$ cat config.mk
export PLATFORM = sky130hd
export DESIGN_NAME = pc_fetch_flat
export DESIGN_NICKNAME = d
export VERILOG_FILES = /design/src/rtl/pc_fetch_if.sv /design/src/rtl/pc_fetch.sv /design/src/flat_wrapper.sv
export SDC_FILE = /design/constraint.sdc
export NUM_CORES = 1
export LEC_CHECK = 0
export ABC_AREA = 1
export CAP_MARGIN = 20
export CORE_MARGIN = 3
export CORE_UTILIZATION = 47
export DETAILED_ROUTE_END_ITERATION = 8
export GPL_TIMING_DRIVEN = 0
export PLACE_DENSITY = 0.82
export SLEW_MARGIN = 25
export SYNTH_ARGS = -nofsm -noshare
export SYNTH_HDL_FRONTEND = slang
export SYNTH_SLANG_ARGS = --single-unit
$ cat constraint.sdc
create_clock -name clk -period 2.55 [get_ports clk]
set_input_delay 0.51 -clock clk [delete_from_list [all_inputs] [get_ports clk]]
set_output_delay 0.51 -clock clk [all_outputs]
set_load 0.01 [all_outputs]
$ cat src/rtl/pc_fetch_if.sv
// Fetch-stage bundle: D-stage control-flow decision and I-mem read data in, fetch PC, instruction and counters out.
interface pc_fetch_if;
    logic        WE;
    logic [2:0]  pcSrc;
    logic [31:0] Instr_D;
    logic [31:0] PC_D4;
    logic        cmp_eq_D;
    logic        Bcd_cmp_D;
    logic [31:0] rs_D;
    logic [31:0] i_inst_rdata;
    logic [31:0] i_inst_addr;
    logic [31:0] PC_F;
    logic [31:0] Instr_F;
    logic        redirect_F;
    logic        pc_misalign;
    logic [31:0] fetch_cnt;
    logic [31:0] stall_cnt;
    logic [31:0] redirect_cnt;

    modport master (
        output WE, pcSrc, Instr_D, PC_D4, cmp_eq_D, Bcd_cmp_D, rs_D, i_inst_rdata,
        input  i_inst_addr, PC_F, Instr_F, redirect_F, pc_misalign,
               fetch_cnt, stall_cnt, redirect_cnt
    );

    modport slave (
        input  WE, pcSrc, Instr_D, PC_D4, cmp_eq_D, Bcd_cmp_D, rs_D, i_inst_rdata,
        output i_inst_addr, PC_F, Instr_F, redirect_F, pc_misalign,
               fetch_cnt, stall_cnt, redirect_cnt
    );
endinterface

$ cat src/rtl/pc_fetch.sv
// MIPS fetch stage: fetch PC, delayed-branch next-PC select, perf counters, sticky jr misalign flag.
// Latency: PC_F registered (1 cycle); address/instr/redirect combinational. Backpressure: WE=0 holds all but stall_cnt.
module pc_fetch #(
    parameter logic [31:0] RESET_PC = 32'h0000_3000
) (
    input  logic       clk,
    input  logic       reset,
    pc_fetch_if.slave  bus
);

    typedef enum logic [2:0] {
        SRC_SEQ = 3'b000,
        SRC_BEQ = 3'b001,
        SRC_JAL = 3'b010,
        SRC_JR  = 3'b011,
        SRC_BCD = 3'b100,
        SRC_BNE = 3'b101
    } pc_src_t;

    logic [31:0] pc_q;
    logic [31:0] fetch_q;
    logic [31:0] stall_q;
    logic [31:0] redir_q;
    logic        misalign_q;

    logic [15:0] imm16;
    logic [31:0] branch_tgt;
    logic [31:0] jump_tgt;
    logic [31:0] jr_tgt;
    logic [31:0] seq_pc;
    logic [31:0] next_pc;
    logic        redirect;
    logic        jr_misaligned;
    logic        unused_ok;

    assign imm16      = bus.Instr_D[15:0];
    assign branch_tgt = bus.PC_D4 + {{14{imm16[15]}}, imm16, 2'b00};
    assign jump_tgt   = {bus.PC_D4[31:28], bus.Instr_D[25:0], 2'b00};
    assign jr_tgt     = {bus.rs_D[31:2], 2'b00};
    assign seq_pc     = pc_q + 32'd4;

    // Opcode/funct bits are decoded upstream; only the target fields matter here.
    assign unused_ok = ^bus.Instr_D[31:26];

    always_comb begin
        redirect = 1'b0;
        next_pc  = seq_pc;
        case (pc_src_t'(bus.pcSrc))
            SRC_BEQ: redirect = bus.cmp_eq_D;
            SRC_BNE: redirect = ~bus.cmp_eq_D;
            SRC_BCD: redirect = bus.Bcd_cmp_D;
            SRC_JAL: redirect = 1'b1;
            SRC_JR:  redirect = 1'b1;
            default: redirect = 1'b0;
        endcase
        if (redirect) begin
            case (pc_src_t'(bus.pcSrc))
                SRC_JAL: next_pc = jump_tgt;
                SRC_JR:  next_pc = jr_tgt;
                default: next_pc = branch_tgt;
            endcase
        end
    end

    assign jr_misaligned = (bus.pcSrc == SRC_JR) && (bus.rs_D[1:0] != 2'b00);

    // A stalled cycle discards the decision; D re-presents it once WE returns.
    always_ff @(posedge clk) begin
        if (!reset) begin
            pc_q       <= RESET_PC;
            fetch_q    <= 32'd0;
            stall_q    <= 32'd0;
            redir_q    <= 32'd0;
            misalign_q <= 1'b0;
        end else if (bus.WE) begin
            pc_q    <= next_pc;
            fetch_q <= fetch_q + 32'd1;
            if (redirect) begin
                redir_q <= redir_q + 32'd1;
            end
            if (jr_misaligned) begin
                misalign_q <= 1'b1;
            end
        end else begin
            stall_q <= stall_q + 32'd1;
        end
    end

    assign bus.PC_F         = pc_q;
    assign bus.i_inst_addr  = pc_q;
    assign bus.Instr_F      = bus.i_inst_rdata;
    assign bus.redirect_F   = redirect;
    assign bus.pc_misalign  = misalign_q;
    assign bus.fetch_cnt    = fetch_q;
    assign bus.stall_cnt    = stall_q;
    assign bus.redirect_cnt = redir_q;

endmodule

$ cat src/flat_wrapper.sv
// flat-port wrapper written by rule: the top's interface ports become plain ports
module pc_fetch_flat 
#(
    parameter logic [31:0] RESET_PC = 32'h0000_3000
)
  (clk, reset, bus_WE, bus_pcSrc, bus_Instr_D, bus_PC_D4, bus_cmp_eq_D, bus_Bcd_cmp_D, bus_rs_D, bus_i_inst_rdata, bus_i_inst_addr, bus_PC_F, bus_Instr_F, bus_redirect_F, bus_pc_misalign, bus_fetch_cnt, bus_stall_cnt, bus_redirect_cnt);
  pc_fetch_if bus_i ();
  input  logic clk;
  input  logic reset;
  input wire logic [$bits(bus_i.WE)-1:0] bus_WE;
  input wire logic [$bits(bus_i.pcSrc)-1:0] bus_pcSrc;
  input wire logic [$bits(bus_i.Instr_D)-1:0] bus_Instr_D;
  input wire logic [$bits(bus_i.PC_D4)-1:0] bus_PC_D4;
  input wire logic [$bits(bus_i.cmp_eq_D)-1:0] bus_cmp_eq_D;
  input wire logic [$bits(bus_i.Bcd_cmp_D)-1:0] bus_Bcd_cmp_D;
  input wire logic [$bits(bus_i.rs_D)-1:0] bus_rs_D;
  input wire logic [$bits(bus_i.i_inst_rdata)-1:0] bus_i_inst_rdata;
  output wire logic [$bits(bus_i.i_inst_addr)-1:0] bus_i_inst_addr;
  output wire logic [$bits(bus_i.PC_F)-1:0] bus_PC_F;
  output wire logic [$bits(bus_i.Instr_F)-1:0] bus_Instr_F;
  output wire logic [$bits(bus_i.redirect_F)-1:0] bus_redirect_F;
  output wire logic [$bits(bus_i.pc_misalign)-1:0] bus_pc_misalign;
  output wire logic [$bits(bus_i.fetch_cnt)-1:0] bus_fetch_cnt;
  output wire logic [$bits(bus_i.stall_cnt)-1:0] bus_stall_cnt;
  output wire logic [$bits(bus_i.redirect_cnt)-1:0] bus_redirect_cnt;
  assign bus_i.WE = bus_WE;
  assign bus_i.pcSrc = bus_pcSrc;
  assign bus_i.Instr_D = bus_Instr_D;
  assign bus_i.PC_D4 = bus_PC_D4;
  assign bus_i.cmp_eq_D = bus_cmp_eq_D;
  assign bus_i.Bcd_cmp_D = bus_Bcd_cmp_D;
  assign bus_i.rs_D = bus_rs_D;
  assign bus_i.i_inst_rdata = bus_i_inst_rdata;
  assign bus_i_inst_addr = bus_i.i_inst_addr;
  assign bus_PC_F = bus_i.PC_F;
  assign bus_Instr_F = bus_i.Instr_F;
  assign bus_redirect_F = bus_i.redirect_F;
  assign bus_pc_misalign = bus_i.pc_misalign;
  assign bus_fetch_cnt = bus_i.fetch_cnt;
  assign bus_stall_cnt = bus_i.stall_cnt;
  assign bus_redirect_cnt = bus_i.redirect_cnt;
  pc_fetch #(.RESET_PC(RESET_PC)) u_core (.clk(clk), .reset(reset), .bus(bus_i));
endmodule
==> flow_metrics.env <==
export IMPL_outcome="completed"
export IMPL_cts_htree_levels=4
export IMPL_grt_max_degree=17
export IMPL_p_comb_share_pct=24.1
export IMPL_vdd_drop_max_uv=485
export IMPL_synthTopCellsByArea="dfxtp_1, nand2_1, a21oi_1, inv_1, nor2_1"
export IMPL_drive_above_1_share_pct=9.06
export IMPL_hpwl_um=28300
export IMPL_ys_seq_area_share_pct=26.7
export IMPL_io_pins=330
export IMPL_worstPathRequired_ns=2.90
export IMPL_ant_nets=0
export IMPL_die_x_um=149
export IMPL_io_buffer_count=291
export IMPL_pre_cts_ws_ns=-0.820
export IMPL_vias=11600
export IMPL_max_slew_margin_pct=39.9
export IMPL_pwr_share_clk_pct=41.0
export IMPL_wl_per_cell_um=16.8
export IMPL_rows=51
export IMPL_dr_pass1_iters=6
export IMPL_cts_clk_slew_worst_paths_ns=0.06
export IMPL_regArea_sq_mm=0.00258
export IMPL_crit_arrival_ns=2.81
export IMPL_intPower_w=0.00436
export IMPL_worst_path_max_fanout=5
export IMPL_cts_tree="yes"
export IMPL_maxCapViolations=0
export IMPL_insertion_delay_ns=0.43
export IMPL_slowest_stage="clkdlybuf4s50_1"
export IMPL_first_iter_violations=975
export IMPL_clock_skew_final_ns=0.00710
export IMPL_synth_nets=1691
export IMPL_finalSetupViolations=0
export IMPL_cts_setup_buffers=0
export IMPL_grt_pass1_wl_um=55100
export IMPL_max_freq_mhz=407
export IMPL_multi_input_area_sq_mm=0.00582
export IMPL_p_per_area_mw_per_mm2=458
export IMPL_dieArea_sq_mm=0.0223
export IMPL_die_y_um=149
export IMPL_synth_area_sq_mm=0.00968
export IMPL_yosysWarnings=0
export IMPL_path_cells="clkdlybuf4s50_1 > ha_2 > a21oi_1 > o21ai_0 > nand3b_1 > xnor2_1 > o21ai_0 > nand2_1 > a21oi_1"
export IMPL_grt_pass1_vias=10800
export IMPL_wirelength_um=35500
export IMPL_slew_viol_final=0
export IMPL_cts_sinks=129
export IMPL_grt_usage_pct=30.7
export IMPL_cp_start_kind="primary input"
export IMPL_synth_ff_latch_count=129
export IMPL_static_leakage_power_nw=5.41
export IMPL_antenna_cells=0
export IMPL_synthCells=1521
export IMPL_worst_pin_slew_ns=0.902
export IMPL_yosysMostFrequentCell="nand2_1"
export IMPL_fillers=1736
export IMPL_ys_flop_type="dfxtp_1"
export IMPL_p_sw_share_pct=30.1
export IMPL_hold_violations=0
export IMPL_synth_avg_cell_area_sq_um=6.36
export IMPL_clock_path_buffers=2
export IMPL_synth_edf_count=0
export IMPL_grt_overflow=0
export IMPL_synth_common_cells="nand2_1, inv_1, a21oi_1"
export IMPL_area_growth_pct=40.8
export IMPL_finalNetCount=2001
export IMPL_cts_buffers=17
export IMPL_clockRootBuffer="clkbuf_16"
export IMPL_setup_tns_ns=0
export IMPL_fin_crit_ns=2.46
export IMPL_synthArstFlopShare_pct=0
export IMPL_coreArea_sq_mm=0.0198
export IMPL_switchingPower_w=0.00188
export IMPL_synth_top_cell_area_share_pct=26.7
export IMPL_pwr_share_seq_pct=34.9
export IMPL_hold_class="register to register"
export IMPL_post_route_worst_setup_slack_ns=0.0938
export IMPL_antenna_found_initial=0
export IMPL_max_stage_delay_ns=0.53
export IMPL_start_util_pct=48.8
export IMPL_vias_per_cell=5.48
export IMPL_yosysTopAreaCell="dfxtp_1"
export IMPL_min_period_over_period_pct=96.3
export IMPL_gp_congestion=0.955
export IMPL_drcViolationCount=0
export IMPL_cp_end_kind="register"
export IMPL_critPathKind="primary input to register"
export IMPL_ys_types=49
## power groups by stage
stage	clock network [W]	logic [W]	registers, W
final	0.00256	0.00151	0.00218
after global routing	0.00264	0.00165	0.00218
after CTS	0.00255	0.00147	0.00217
after detailed placement	0	0.00146	0.00222
after global placement	0	0.00144	0.00222
after floorplan	0	0.000793	0.00220
## timing repair
item	in CTS	in global routing
endpoints found under the setup margin	16	18
gates resized for setup	13	20
hold buffers	0	0
pin swaps	0	2
## layout by cell type, fill, tap and decap left out, drive strengths merged, types with 3 or more instances in the layout
| cell type | netlist | layout |
|---|---|---|
| nand2 | 358 | 358 |
| clkdlybuf4s50 | 0 | 287 |
| inv | 181 | 185 |
| nor2 | 153 | 153 |
| a21oi | 145 | 145 |
| dfxtp | 129 | 129 |
| o21ai | 96 | 96 |
| nand3 | 81 | 81 |
| buf | 79 | 79 |
| nor3 | 60 | 60 |
| clkbuf | 25 | 44 |
| xor2 | 33 | 33 |
| ha | 33 | 33 |
| a22oi | 26 | 26 |
| nand4 | 26 | 26 |
| nor4 | 15 | 15 |
| nand3b | 13 | 13 |
| o21a | 11 | 11 |
| xnor2 | 11 | 11 |
| o21bai | 7 | 7 |
| or2 | 7 | 7 |
| clkinv | 1 | 6 |
| a31oi | 5 | 5 |
| o211ai | 5 | 5 |
| and3 | 4 | 4 |
| nor3b | 4 | 4 |
| a221oi | 3 | 3 |
| bufinv | 0 | 3 |
## metrics by stage
| step | area, sq um | power [W] | cells | utilization (%) | hold WS, ns |
|---|---|---|---|---|---|
| floorplan | 9680 | 0.00299 | 1521 | - | 0.474 |
| global placement | 12900 | 0.00365 | 2077 | 65.1 | 0.438 |
| detailed placement | 12900 | 0.00368 | 2077 | 65.1 | 0.447 |
| CTS | 13600 | 0.00620 | 2109 | 68.3 | 0.463 |
| global route | 13600 | 0.00647 | 2109 | 68.6 | 0.491 |
| finish | 13600 | 0.00625 | 2109 | 68.6 | 0.462 |
## state kept, by name, indices dropped and copies added, names as in the netlist
name / flops
u_core.bus.redirect_cnt: 32
u_core.bus.pc_misalign: 1
u_core.bus.stall_cnt: 32
u_core.bus.fetch_cnt: 32
u_core.bus.PC_F: 32
## final timing paths
check,end,cells past startpoint,start,slack [ns]
hold / removal,u_core.bus.pc_misalign,2,u_core.bus.pc_misalign,0.46
setup reg to reg,u_core.bus.PC_F[25],8,u_core.bus.PC_F[4],0.49
hold reg to reg,u_core.bus.pc_misalign,2,u_core.bus.pc_misalign,0.46
setup / recovery,u_core.bus.PC_F[14],9,bus_Instr_D[11],0.09
## critical path, delay by kind of cell
family / cells / cell delay [ns]
xor gates and xnor gates: 1 / 0.20
AOI/OAI and AO/OA: 4 / 0.79
adders and majority gates: 1 / 0.34
buffers and inverters: 1 / 0.53
and+or+nand+nor: 2 / 0.45
## kinds of logic after synthesis
logic type               after synthesis  share of synthesized area, %
XOR/XNOR                              44                          3.98
AND/OR/NAND/NOR                      723                          33.6
adder cells (fa/ha/maj)               34                          4.47
AO/OA/AOI/OAI                        305                          17.4
flip-flops                           129                          26.7
buffers and inverters                286                          13.8
## layout make-up
cell class / instances / share of cell area, %
repair buffers: 291 / 21.4
inverters: 182 / 5.07
multi-input cells: 1106 / 42.7
clock buffers: 18 / 3.22
plain buffers: 104 / 4.90
flip-flops and latches: 129 / 19.0
well taps: 265 / 2.43
clock inverters: 14 / 1.29
## per-layer routing
metal  vias to the layer above  wire, um  track usage [%]
li1                       5608         -                -
met1                      5232     14600             40.2
met2                       639     16400             51.4
met3                        77      3560             6.54
met4                         0       856             8.47
met5                         -         0                0
Power figures use the tool's default switching activity.
